==> config.mk <==
export PLATFORM = sky130hd
export DESIGN_NAME = branch_request_arbiter
export DESIGN_NICKNAME = d
export VERILOG_FILES = /design/src/rtl/branch_request_arbiter.sv
export SDC_FILE = /design/constraint.sdc
export NUM_CORES = 1
export LEC_CHECK = 0
export BUFFER_PORTS_ARGS = -buffer_cell sky130_fd_sc_hd__buf_4
export CORE_MARGIN = 4
export CORE_UTILIZATION = 25
export CTS_BUF_LIST = sky130_fd_sc_hd__clkbuf_4 sky130_fd_sc_hd__clkbuf_8
export CTS_CLUSTER_DIAMETER = 150
export DETAILED_ROUTE_END_ITERATION = 6
export SLEW_MARGIN = 5
export SYNTH_ARGS = -nofsm -noshare
export SYNTH_HDL_FRONTEND = slang
export SYNTH_SLANG_ARGS = --single-unit
==> constraint.sdc <==
create_clock -name clk -period 3.2 [get_ports clk]
set_input_delay 0.16 -clock clk [delete_from_list [all_inputs] [get_ports clk]]
set_output_delay 0.16 -clock clk [all_outputs]
set_load 0.02 [all_outputs]
==> src/rtl/branch_request_arbiter.sv <==
// Branch/exit request arbiter: picks the earliest legal lane request, squashes wrong-path
// requests after a taken branch, and holds halt until resume. Optional stats: BRANCH_ARB_STATS_EN.
module branch_request_arbiter #(
    parameter int LANES         = 4,
    parameter int ADDR_W        = 16,
    parameter int SHADOW_CYCLES = 2
) (
    input  logic                       clk,
    input  logic                       reset,
    input  logic                       start,
    input  logic [LANES-1:0]           br_valid,
    input  logic [2*LANES-1:0]         br_kind,
    input  logic [ADDR_W*LANES-1:0]    br_target,
    input  logic                       resume,
    output logic [ADDR_W-1:0]          pc_addr,
    output logic                       pc_add,
    output logic                       pc_load,
    output logic                       pc_stop,
    output logic                       pc_resume,
    output logic [$clog2(LANES)-1:0]   grant_lane,
    output logic                       squashing,
    output logic                       err,
    output logic [15:0]                conflict_cnt
);

    localparam int         LW          = $clog2(LANES);
    localparam logic [1:0] KIND_ADD    = 2'b01;
    localparam logic [1:0] KIND_LOAD   = 2'b10;
    localparam logic [1:0] KIND_STOP   = 2'b11;
    localparam logic [2:0] SHADOW_LOAD = 3'(SHADOW_CYCLES);

    typedef enum logic [1:0] {
        RUN    = 2'd0,
        SHADOW = 2'd1,
        HALTED = 2'd2
    } state_t;

    state_t              state_q, state_d;
    logic [2:0]          cnt_q, cnt_d;
    logic [ADDR_W-1:0]   addr_q, addr_d;
    logic                add_q, add_d;
    logic                load_q, load_d;
    logic                stop_q, stop_d;
    logic                resume_q, resume_d;
    logic [LW-1:0]       grant_q, grant_d;
    logic                err_q, err_d;

    logic [LANES-1:0]    legal;
    logic                illegal_seen;
    logic                win_found;
    logic [LW-1:0]       win_idx;
    logic [1:0]          win_kind;
    logic [ADDR_W-1:0]   win_target;

    // Lane decode; scanning high-to-low lets the lowest-index legal lane win.
    always_comb begin
        legal        = '0;
        illegal_seen = 1'b0;
        win_found    = 1'b0;
        win_idx      = '0;
        win_kind     = '0;
        win_target   = '0;
        for (int i = 0; i < LANES; i++) begin
            if (br_valid[i]) begin
                if (br_kind[2*i +: 2] == 2'b00) illegal_seen = 1'b1;
                else                            legal[i]     = 1'b1;
            end
        end
        for (int i = LANES - 1; i >= 0; i--) begin
            if (legal[i]) begin
                win_found  = 1'b1;
                win_idx    = i[LW-1:0];
                win_kind   = br_kind[2*i +: 2];
                win_target = br_target[ADDR_W*i +: ADDR_W];
            end
        end
    end

    always_comb begin
        state_d  = state_q;
        cnt_d    = cnt_q;
        addr_d   = addr_q;
        add_d    = 1'b0;
        load_d   = 1'b0;
        stop_d   = stop_q;
        resume_d = 1'b0;
        grant_d  = grant_q;
        err_d    = err_q;
        if (!start) begin
            state_d = RUN;
            cnt_d   = '0;
            stop_d  = 1'b0;
        end else begin
            if (illegal_seen) err_d = 1'b1;
            case (state_q)
                RUN: begin
                    stop_d = 1'b0;
                    if (win_found) begin
                        grant_d = win_idx;
                        case (win_kind)
                            KIND_ADD: begin
                                add_d   = 1'b1;
                                addr_d  = win_target;
                                state_d = SHADOW;
                                cnt_d   = SHADOW_LOAD;
                            end
                            KIND_LOAD: begin
                                load_d  = 1'b1;
                                addr_d  = win_target;
                                state_d = SHADOW;
                                cnt_d   = SHADOW_LOAD;
                            end
                            KIND_STOP: begin
                                stop_d  = 1'b1;
                                state_d = HALTED;
                            end
                            default: ;
                        endcase
                    end
                end
                SHADOW: begin
                    // The command cycle already counts as the first squash cycle.
                    if (cnt_q <= 3'd1) begin
                        state_d = RUN;
                        cnt_d   = '0;
                    end else begin
                        cnt_d = cnt_q - 3'd1;
                    end
                end
                HALTED: begin
                    if (resume) begin
                        stop_d   = 1'b0;
                        resume_d = 1'b1;
                        state_d  = RUN;
                    end
                end
                default: state_d = RUN;
            endcase
        end
    end

    always_ff @(posedge clk) begin
        if (reset) begin
            state_q  <= RUN;
            cnt_q    <= '0;
            addr_q   <= '0;
            add_q    <= 1'b0;
            load_q   <= 1'b0;
            stop_q   <= 1'b0;
            resume_q <= 1'b0;
            grant_q  <= '0;
            err_q    <= 1'b0;
        end else begin
            state_q  <= state_d;
            cnt_q    <= cnt_d;
            addr_q   <= addr_d;
            add_q    <= add_d;
            load_q   <= load_d;
            stop_q   <= stop_d;
            resume_q <= resume_d;
            grant_q  <= grant_d;
            err_q    <= err_d;
        end
    end

    assign pc_addr    = addr_q;
    assign pc_add     = add_q;
    assign pc_load    = load_q;
    assign pc_stop    = stop_q;
    assign pc_resume  = resume_q;
    assign grant_lane = grant_q;
    assign squashing  = (state_q == SHADOW);
    assign err        = err_q;

`ifdef BRANCH_ARB_STATS_EN
    logic [15:0] conflict_q;
    logic        multi;

    // Two or more legal lanes iff clearing the lowest set bit leaves something.
    assign multi = |(legal & (legal - LANES'(1)));

    always_ff @(posedge clk) begin
        if (reset) begin
            conflict_q <= '0;
        end else if (start && state_q == RUN && win_found && multi && conflict_q != 16'hFFFF) begin
            conflict_q <= conflict_q + 16'd1;
        end
    end

    assign conflict_cnt = conflict_q;
`else
    assign conflict_cnt = '0;
`endif

endmodule
# Word-level counts from Yosys, hierarchy flattened
# Cells that the tools add are included.
dict set report word_totals {
  regBits 28
  in_bits 80
  out_inout_bits 40
  elab_cells 90
}
dict set report classes {
  add_sub_neg 1
  n_lt_le_gt_ge 1
  eq_ne 10
  muxes 48
  n_bitwise 4
  n_reduce_logical 17
}
# op n
set op_table {}
lappend op_table {{$mux 16} 4}
lappend op_table {{$mux 1} 26}
lappend op_table {{$mux 2} 11}
lappend op_table {{$logic_not 2->1} 5}
lappend op_table {{$mux 3} 3}
lappend op_table {{$reduce_and 4->1} 2}
lappend op_table {{$eq 2x2->1 const B} 3}
lappend op_table {{$ne 2x2->1 const B} 3}
lappend op_table {{$pmux 2 s3} 1}
lappend op_table {{$pmux 3 s2} 1}
lappend op_table {{$reduce_and 3->1} 2}
lappend op_table {{$eq 2x1->1 const B} 2}
lappend op_table {{$not 1->1} 4}
lappend op_table {{$pmux 2 s2} 1}
lappend op_table {{$reduce_and 2->1} 2}
lappend op_table {{$reduce_bool 2->1} 2}
lappend op_table {{$reduce_or 2->1} 2}
lappend op_table {{$reduce_or 4->1} 1}
lappend op_table {{$le 3x1->1 const B} 1}
lappend op_table {{$ne 3x2->1 const B} 1}
lappend op_table {{$reduce_or 3->1} 1}
lappend op_table {{$sub 3x1->3 const B} 1}
lappend op_table {{$ne 2x1->1 const B} 1}
lappend op_table {{$pmux 1 s2} 1}

# Depth between registers and ports, before layout
# Gate-level depths: netlist (run 1).
dict set report logic_depth {
  word_depth 12
  mapped_depth 12
  mapped_depth_nobuf 9
}

# Worst setup path before layout (run 1)
# No wires, ideal clock.
dict set report synth_timing {
  path_kind {input to register}
  start {in br_kind[7]}
  end {reg addr_q[13] (netlist: pc_addr[13])}
  setup_ps 88
  t_arrival_ps 2786
  t_required_ps 3112
  path_slack_ps 326
  stages 11
  path_buffers 2
  cell_sequence {o21ai_0 buf_2 nor2_1 a221oi_1 o21ai_0 ha_1 or4b_4 a41oi_4 buf_6 nor2_1 a311oi_2}
}
dict set report synth_via {
  elab_chain_cells 10
  elab_cells_between_ends 19
  cone_classes {eq/ne (2); mux (14); reduce/logical (3)}
}
# element line_no
set synth_rtl {}
lappend synth_rtl {{from (decl)} 12} ;# input logic [2*LANES-1:0] br_kind,
lappend synth_rtl {{$logic_not 2->1} 65} ;# if (br_kind[2*i +: 2] == 2'b00) illegal_seen = 1'b1;
lappend synth_rtl {{$mux 1} 65}
lappend synth_rtl {{$mux 1} 64} ;# if (br_valid[i]) begin
lappend synth_rtl {{$mux 2 (4 in series)} 70} ;# if (legal[i]) begin
lappend synth_rtl {{$eq 2x2->1 / $eq 2x1->1 (equally long branches)} 100} ;# case (win_kind)
lappend synth_rtl {{$reduce_or 2->1 (no source line)} n/a}
lappend synth_rtl {{$reduce_and 4->1 (no source line)} n/a}
lappend synth_rtl {{to (signal assigned)} 156} ;# addr_q <= addr_d;
lappend synth_rtl {{to (decl)} 40} ;# logic [ADDR_W-1:0] addr_q, addr_d;
# Several ways; a longest one is shown, not always the timed one.
# A chain may end at the register's enable or synchronous reset.

# Worst setup path after layout (run 1)
dict set report layout_timing {
  start {in br_kind[3]}
  end {reg addr_q[3] (netlist: pc_addr[3])}
}
dict set report layout_via {
  elab_chain_cells 8
  elab_cells_between_ends 13
  cone_classes {eq/ne (2); mux (8); reduce/logical (3)}
}
# element line_no
set layout_rtl {}
lappend layout_rtl {{$logic_not 2->1} 65}
lappend layout_rtl {{$mux 1} 65}
lappend layout_rtl {{$mux 1} 64}
lappend layout_rtl {{$mux 2 (2 in series)} 70}
lappend layout_rtl {{$eq 2x2->1 / $eq 2x1->1 (equally long branches)} 100}
lappend layout_rtl {{$reduce_or 2->1 (no source line)} n/a}
lappend layout_rtl {{$reduce_and 4->1 (no source line)} n/a}
# Several ways; a longest one is shown, not always the timed one.

==> key figures, run 1 <==
Final layout
  • Layout filler cell count: 794
  • Area Growth Syn to Fin: 45.2%
  • Nets@finish: a little over 400
  • N_diodes: 0
  • Layout cell share with drive strength beyond 1: 36.9%

Clock network
  • Hold-fix buffers at CTS: 0
  • CTS tree: done
  • CTS buffer count: 3
  • CTS sink cnt: 28
  • Clock Latency Late Sink: around 0.27 ns
  • Worst-path clk slew: 0.10 ns
  • Max clock buf depth: 2
  • Root Buffer: clkbuf_8
  • H-Tree Depth: 1
  • CTS resizes: 0
  • Post-CTS Setup Bufs: 0

Worst setup path
  • CP Class: input port to flop
  • CP required: ~3.4 ns
  • CP arrival: 2.69 ns
  • R2R Setup Slk: 1.31 ns
  • Max FO, Critical Path: 32
  • Setup crit end kind: flop
  • Startpoint class of the critical path: input port

STA
  • Slew @ Worst Pin: 0.946 ns
  • Final period utilization: 78.2%
  • Fin Setup TNS: 0 ns
  • Unrepaired setup endpoints after global routing: no
  • Slew Viols, Final: 0
  • Final setup viols: 0
  • Period minus WS final: 2.50 ns
  • Final setup margin: 0.698 ns
  • Final Hold Vio Count: 0
  • Layout Skew: approximately 0.0013 ns
  • Peak Freq: 0.400 GHz
  • Max_slew headroom: 36.9%

Hold path
  • Hold Crit Class: input port to flop

Die
  • Die extent in x: ~96 µm
  • Rows: 31
  • Core ar.: between 7000 and 8000 µm²
  • Die Footprint: 9150 µm²
  • Die Y: 95.7 µm
  • Starting density of the core: 26.1%
  • Top Ports: 120

Yosys
  • FF+latch count, synth: 28
  • Top_reg_cell synth: dfxtp_1
  • Synth cell types: 39
  • Syn_area_per_cell: 8.18 µm²
  • Ys async rst share: 0%
  • Post-synth EDFFs: 0
  • Instance count of the mapped netlist: around 240
  • Synth warn: 0
  • Post-Syn Area: 1920 µm²
  • Sequential area share after synthesis: 29.2%

Drt
  • DR top layer: met4
  • Initial DRC count: 49
  • Post-route ant nets: 0
  • DR WL met2: 3330 µm
  • Routed length on met3: 524 µm
  • Met1 wire length: 2610 µm
  • Via count: about 2100
  • WL final: between 6000 and 7000 µm
  • DRC: 0
  • Drt first pass iters: 4
  • Wire per inst: 15.2 µm
  • Vias/cell: roughly 4.8

Global route
  • Largest net degree at the start of global routing: 34
  • Vias in the first global route: 2119
  • GRT overflow: 0
  • Initial antenna violation count: 0
  • Wire length of the first global-routing pass: 10400 µm
  • All-Layer GR Usage: roughly 14%

Outcome
  • Status: finished, final reports clean

Power
  • Leakage: between 1 and 1.5 nW
  • Peak supply drop: 237 µV
  • PD cells: 394 nW/µm²

Placement
  • Port bufs: approximately 100
  • Post-DP HPWL: just over 5000 µm
  • Dpl ws: 0.383 ns
  • GPL Wtd Cong: approximately 0.81

Job
  • Max-Cap Viols: 0
==> worst max-delay path, cell delays in order <==
cell and delay (ns):
buf_4 0.13, o21a_1 0.24, a221oi_1 0.29, o21ai_0 0.18, ha_1 0.33, or4b_4 0.50, a41oi_4 0.17, buf_4 0.34
nor2_1 0.09, a311oi_2 0.25
==> cells in the mapped netlist (all sizes together), types with 2 or more instances <==
cell / n / area share, %
a311oi: 16 / 8.3
dfxtp: 28 / 29
nor3b: 16 / 6.3
a221oi: 3 / 1.4
nor2b: 2 / 0.65
nand2b: 3 / 0.98
inv: 4 / 0.78
o21a: 6 / 2.3
nor3: 3 / 0.78
nor4b: 2 / 0.91
nor2: 23 / 4.5
ha: 4 / 2.6
buf: 24 / 8.9
a21oi: 5 / 1.3
a21o: 17 / 6.6
o221ai: 16 / 7.3
a31oi: 3 / 0.98
o21ai: 9 / 2.3
clkbuf: 11 / 2.1
nand3: 3 / 0.78
nand2: 24 / 4.7
==> stage by stage <==
step	instances	util, %	power, mW	hold WS [ns]	instance area (µm²)
6_report	427	37.9	1.10	0.120	2790
5_1_grt	427	37.9	1.17	0.115	2790
4_1_cts	427	37.9	1.11	0.111	2790
3_5_place_dp	423	36.9	0.827	0.418	2720
3_3_place_gp	423	36.9	0.823	0.416	2720
2_1_floorplan	250	-	0.665	0.237	1980
==> registers in the layout, summed over array words and instances (netlist names), 2 cells and up <==
| name | cells |
|---|---|
| pc_addr | 16 |
| grant_lane | 2 |
| cnt_q | 3 |
| state_q | 2 |
==> power breakdown <==
part | total (mW) | switching (mW) | leakage [nW] | internal [mW]
combinational | 0.412 | 0.222 | 0.971 | 0.190
sequential | 0.404 | 0.0207 | 0.229 | 0.384
clock | 0.283 | 0.115 | 0.0357 | 0.168
==> final cells by class <==
type,instances,area [µm²],share of cell area (%)
clock buffer,3,41.3,1.48
sequential,28,561,20.1
tap,99,124,4.44
multi-input combinational,183,1200,43.0
timing repair buffer,109,818,29.3
clock inverter,1,30.0,1.08
inverter,4,15.0,0.538
==> worst paths after layout <==
check | start | to | depth (start not counted)
worst min register to register | cnt_q[0]$_SDFFE_PP0P_ | cnt_q[0]$_SDFFE_PP0P_ | 1
worst max register to register | state_q[0]$_SDFFE_PP0P_ | pc_addr[3]$_SDFFE_PP0P_ | 5
worst min-delay path | resume | pc_resume$_SDFF_PP0_ | 3
worst max-delay path | br_kind[3] | pc_addr[3]$_SDFFE_PP0P_ | 10
==> cell families after synthesis <==
kind of cell    Yosys count  synth area share, %
compound gates           82                 34.4
simple gates             81                 21.7
buf+inv                  39                 11.8
flops                    28                 29.2
fa+ha+maj                 4                 2.60
other cells               1                0.195
==> cell usage in the layout (no fill, tap or decap), drive strengths merged, types with 4 or more instances in the layout <==
cell type / netlist / routed
a21o: 17 / 17
a21oi: 5 / 5
a311oi: 16 / 16
buf: 24 / 109
conb: 1 / 16
dfxtp: 28 / 28
ha: 4 / 4
inv: 4 / 4
nand2: 24 / 24
nor2: 23 / 23
nor3b: 16 / 16
o21a: 6 / 6
o21ai: 9 / 9
o221ai: 16 / 16
==> metal layers <==
layer  global-route usage (%)  vias up
met3                     3.63        4
li1                         -     1036
met2                     26.5       72
met5                        0        -
met1                     16.4      942
met4                     3.08        0
Power figures use the tool's default switching activity.
==> inputs of run 2 (changes only) <==
Clock period 3.2 ns to 2.1 ns, I/O delays scaled along.
==> run 2 against run 1 <==
Effect of this change:
- the run now ends with setup timing left
- global-route usage increased by 0.23 points
- sequential share of layout area decreased by 1.7 points
- hold slack got worse by 0.046 ns
- die area unchanged
- cell area increased by 9.4%
- count of clock-buffer cells in the layout unchanged
- clock skew about the same
- worst setup slack got worse by 0.85 ns
- wire length increased by 4.9%
- register-to-register slack got worse by 0.97 ns
- critical path type unchanged
- highest routed layer unchanged
==> key figures, run 2 (synthesis gave the netlist of run 1 again) <==
Clock network
  • Clock Latency Late Sink: 0.27 ns
  • CTS buffer count: 3
  • CTS sink cnt: 28
  • Worst-path clk slew: 0.09 ns
  • Root Buffer: clkbuf_8
  • Hold-fix buffers at CTS: 0
  • Max clock buf depth: 2
  • H-Tree Depth: 1
  • CTS tree: done

Worst setup path
  • Worst Path Buf+Inv: 2
  • CP Class: input port to flop
  • CP Cell Sequence: buf_8, o21ai_4, nor2_4, a221oi_2, o21ai_2, ha_1, or4b_4, a41oi_4, buf_12, nor2_4, a311oi_2
  • CP required: 2.29 ns
  • Slowest CP cell: or4b_4
  • Setup crit end kind: flop
  • Max incr delay on CP: around 0.53 ns
  • Startpoint class of the critical path: input port
  • Most used cell, CP: nor2_4
  • Max FO, Critical Path: 6
  • CP top delay family: compound AO/OA/AOI/OAI gates
  • R2R Setup Slk: 0.34 ns
  • CP arrival: around 2.4 ns

STA
  • Final Hold Vio Count: 0
  • Min Hold Slack: around 0.073 ns
  • Peak Freq: 0.445 GHz
  • Final period utilization: 107%
  • Layout Skew: a little over 0.001 ns
  • Final setup viols: 16
  • Period minus WS final: between 2 and 2.5 ns
  • Fin Setup TNS: -1.78 ns
  • Unrepaired setup endpoints after global routing: yes
  • Slew Viols, Final: 0
  • Final setup margin: -0.148 ns

Global route
  • Largest net degree at the start of global routing: 34
  • All-Layer GR Usage: 14.5%
  • Wire length of the first global-routing pass: 10400 µm
  • GRT overflow: 0
  • Vias in the first global route: 2117
  • Initial antenna violation count: 0

Final layout
  • Most frequent cells in the layout: buf_4 (128), dfxtp_1 (28), nand2_1 (24)
  • Core Util, Final: between 40% and 50%
  • Nets@finish: roughly 440
  • Largest register FFs: 16
  • Final std cells w/o fill: 451
  • Most common cell after layout, fill and taps aside: buf_4
  • Area Growth Syn to Fin: 58.8%
  • Layout cell share with drive strength beyond 1: 44.0%
  • N_diodes: 0

Power
  • Peak supply drop: 241 µV
  • Switching portion of total power: 34.7%
  • NetSw: roughly 0.57 mW
  • Leakage: 1.37 nW
  • Logic pwr share: between 40% and 50%
  • Clock network power share: 18.0%
  • Cell-internal power: 1.07 mW
  • PD cells: 538 nW/µm²
  • Share of power burned in registers: 37.6%

Die
  • Core ar.: 7370 µm²
  • Rows: 31
  • Die Footprint: 9150 µm²
  • Die extent in x: roughly 96 µm
  • Starting density of the core: between 20% and 30%
  • Die Y: 95.7 µm
  • Top Ports: 120

Drt
  • Initial DRC count: 84
  • DRC: 0
  • Vias/cell: 4.84
  • Drt first pass iters: 6
  • Wire per inst: approximately 15 µm
  • Post-route ant nets: 0
  • WL final: 6820 µm
  • Via count: 2182

Placement
  • GPL Wtd Cong: 0.791
  • Placed instance count: 440
  • Post-DP HPWL: 5160 µm
  • Port bufs: 103

Hold path
  • Hold Crit Class: input port to flop

Outcome
  • Failing checks: setup timing
  • Status: finished, violations left

Job
  • Max-Cap Viols: 0
## run 2: tightest hold or removal path, stage by stage
cell and delay (ns):
buf_4 0.11, nand2_1 0.05, nor3_1 0.04
## run 2: worst paths after layout
kind / depth (start not counted) / to / start
setup reg to reg: 5 / pc_addr[6]$_SDFFE_PP0P_ / state_q[0]$_SDFFE_PP0P_
setup / recovery: 11 / pc_addr[6]$_SDFFE_PP0P_ / br_kind[7]
hold reg to reg: 2 / pc_stop$_SDFFE_PP0P_ / pc_stop$_SDFFE_PP0P_
hold / removal: 3 / pc_resume$_SDFF_PP0_ / resume
## run 2: cell type report
class | instances | area (µm²)
fillers | 769 | 4320
repair buffers | 134 | 1040
inverters | 4 | 15.0
clock buffers | 3 | 41.3
multi-input cells | 183 | 1270
flip-flops and latches | 28 | 561
well taps | 99 | 124
## run 2: power groups by stage
stage                     clock (mW)  sequential [mW]  combinational [mW]
final                          0.295            0.618               0.729
after global placement             0            0.627               0.664
after global routing           0.332            0.625               0.791
after detailed placement           0            0.627               0.671
after floorplan                    0            0.683               0.346
after CTS                      0.306            0.616               0.733
## run 2: layer usage
| layer | global-route usage, % | wire, µm | vias up |
|---|---|---|---|
| li1 | - | - | 1089 |
| met1 | 18.3 | 3030 | 1007 |
| met2 | 24.6 | 3120 | 78 |
| met3 | 3.24 | 554 | 8 |
| met4 | 4.38 | 116 | 0 |
| met5 | 0 | 0 | - |
## run 2: metrics by stage
stage / setup slack [ns] / cell area, µm² / power, mW
CTS: -0.143 / 3040 / 1.66
finish: -0.148 / 3050 / 1.64
global placement: -0.368 / 2890 / 1.29
detailed placement: -0.451 / 2890 / 1.30
global route: -0.228 / 3050 / 1.75
floorplan: -0.330 / 2050 / 1.03
## run 2: repair_timing
item / 4_1_cts / 5_1_grt
resized for setup: 8 / 10
gates cloned: 2 / 0
buffers inserted: 5 / 4
endpoints found under the setup margin: 16 / 16
pin swaps: 11 / 10
==> inputs of run 3 (changes only) <==
Settings changed: CORE_ASPECT_RATIO set to 1.75.
==> run 3 against run 2 <==
Effect of this change:
- the run still ends with setup timing left
- utilization grew 0.53 points
- worst setup slack improved by 0.10 ns
- sequential share of layout area shrank 0.58 points
- cell area is 3.3% higher
- die area increased by 0.61%
- global-route usage increased by 0.12 points
- first-iteration DRC count shrank 33%
- combinational power rose by 4.1%
- largest power group unchanged
==> key figures, run 3 (synthesis gave the netlist of run 1 again) <==
Clock network
  • Max clock buf depth: 2
  • CTS buffer count: 3
  • Root Buffer: clkbuf_8
  • Clock Latency Late Sink: 0.28 ns
  • CTS sink cnt: 28
  • H-Tree Depth: 1
  • Worst-path clk slew: 0.10 ns
  • CTS tree: done

STA
  • Fin Setup TNS: -0.176 ns
  • Period minus WS final: 2.15 ns
  • Peak Freq: 0.466 GHz
  • Final Hold Vio Count: 0
  • Max_slew headroom: 56.0%
  • Final setup margin: -0.0453 ns
  • Final period utilization: 102%
  • Min Hold Slack: 0.0801 ns
  • Layout Skew: between 0.004 and 0.005 ns
  • Unrepaired setup endpoints after global routing: yes
  • Final setup viols: 12
  • Slew Viols, Final: 0
  • Slew @ Worst Pin: approximately 0.66 ns

Global route
  • All-Layer GR Usage: 14.7%
  • Largest net degree at the start of global routing: 34
  • Vias in the first global route: 2181
  • Wire length of the first global-routing pass: 10300 µm
  • GRT overflow: 0
  • Met1 GRT Util: 13.6%
  • GR peak layer: met2
  • Met3 usage: 2.75%
  • Global Route met2 Usage: between 30% and 40%
  • Initial antenna violation count: 0

Final layout
  • Most common cell after layout, fill and taps aside: buf_4
  • Core Util, Final: 41.9%
  • Largest register FFs: 16
  • Non-Filler Cell Area, Final: ~3200 µm²
  • Area Growth Syn to Fin: 64.0%
  • Layout filler cell count: 785
  • Layout cell share with drive strength beyond 1: 47.1%
  • Nets@finish: 442
  • N_diodes: 0
  • Most frequent cells in the layout: buf_4 (131), dfxtp_1 (28), nand2_1 (24)

Die
  • Die Y: between 100 and 150 µm
  • Starting density of the core: 25.6%
  • Die extent in x: between 70 and 80 µm
  • Rows: 42
  • Die Footprint: 9210 µm²
  • Core ar.: roughly 7500 µm²
  • Top Ports: between 100 and 150

Drt
  • Vias/cell: 4.97
  • DRC: 0
  • Wire per inst: 16.0 µm
  • Drt first pass iters: 4
  • Initial DRC count: 56
  • WL final: 7130 µm
  • Post-route ant nets: 0
  • Via count: 2210

Worst setup path
  • R2R Path End: pc_addr[8]$_SDFFE_PP0P_
  • CP Class: input port to flop
  • FF-to-FF Start: state_q[0]$_SDFFE_PP0P_
  • Max FO, Critical Path: 8
  • Crit path from: br_kind[5]
  • CP required: 2.30 ns
  • R2R depth: 5
  • R2R Setup Slk: 0.34 ns
  • CP arrival: 2.34 ns
  • Setup crit end kind: flop
  • Startpoint class of the critical path: input port

Power
  • Share of power burned in registers: 35.8%
  • Peak supply drop: 263 µV
  • PD cells: between 500 and 600 nW/µm²
  • Logic pwr share: 43.9%
  • Clock network power share: approximately a fifth
  • Cell-internal power: around 1.1 mW
  • Switching portion of total power: 35.0%
  • Leakage: 1.41 nW
  • NetSw: 0.606 mW

Hold path
  • Hold EP: pc_resume$_SDFF_PP0_
  • WHS Path Cells: 3
  • Hold Crit Class: input port to flop
  • HP Start: resume

Job
  • Max-Cap Viols: 0

Placement
  • GPL Wtd Cong: 0.766
  • Port bufs: 103
  • Placed inst area: between 2000 and 3000 µm²
  • Post-DP HPWL: 5350 µm

Outcome
  • Failing checks: setup timing
  • Status: finished, violations left
run 3: cell count changes in the layout (fill, tap and decap cells not counted), moves of 2 or more:
cell / previous run / this run
nor2_1: 19 / 15
buf_4: 128 / 131
nor2_2: 1 / 4
a221oi_2: 2 / 0
a221oi_4: 0 / 2
buf_6: 4 / 6
o21ai_0: 5 / 3
run 3: how the worst max path moves through the flow:
| stage | end | slack (ns) | cells after the start |
|---|---|---|---|
| floorplan | pc_addr[0]$_SDFFE_PP0P_ | -0.33 | 12 |
| global placement | pc_addr[5]$_SDFFE_PP0P_ | -0.41 | 11 |
| detailed placement | pc_addr[5]$_SDFFE_PP0P_ | -0.45 | 11 |
| CTS | pc_addr[5]$_SDFFE_PP0P_ | -0.08 | 12 |
| global route | pc_addr[8]$_SDFFE_PP0P_ | -0.11 | 11 |
| finish | pc_addr[8]$_SDFFE_PP0P_ | -0.05 | 11 |
run 3: layout make-up:
class / count / area (µm²) / area share, %
Inverter: 4 / 15.0 / 0.476
Tap cell: 88 / 110 / 3.49
Clock buffer: 4 / 55.1 / 1.75
Sequential cell: 28 / 561 / 17.8
Timing Repair Buffer: 138 / 1070 / 33.8
Multi-Input combinational cell: 183 / 1350 / 42.7
run 3: critical path, cell delays in order:
cell	delay [ns]
buf_6	0.10
o21a_4	0.22
nor2_4	0.16
a221oi_4	0.09
o21a_1	0.21
ha_4	0.24
or4b_4	0.50
a41oi_4	0.25
buf_6	0.20
nor2_2	0.05
a311oi_2	0.22
run 3: power groups by stage:
stage               registers [mW]  clock network, mW  logic, mW
floorplan                    0.683                  0      0.346
global placement             0.624                  0      0.680
detailed placement           0.624                  0      0.686
CTS                          0.615              0.362      0.788
global route                 0.624              0.377      0.819
finish                       0.619              0.352      0.759
run 3: per-layer routing:
| layer | part of all wire [%] | wire [µm] | vias up |
|---|---|---|---|
| met5 | 0 | 0 | - |
| met4 | 2.1 | 149 | 0 |
| met3 | 6.5 | 460 | 8 |
| met2 | 58 | 4170 | 67 |
| met1 | 33 | 2350 | 1035 |
| li1 | - | - | 1100 |
run 3: timing repair:
action | 4_1_cts | 5_1_grt
cloned | 2 | 0
resized for setup | 23 | 12
setup buffers | 7 | 2
pin swaps | 2 | 11
hold buffers | 0 | 0
hold endpoints to repair | 0 | 0
endpoints found under the setup margin | 16 | 16
run 3: per-stage QoR:
step           instances  setup WS, ns  total power [mW]
2_1_floorplan        250        -0.330              1.03
3_3_place_gp         434        -0.410              1.30
3_5_place_dp         434        -0.449              1.31
4_1_cts              447       -0.0799              1.77
5_1_grt              445        -0.112              1.82
6_report             445       -0.0453              1.73
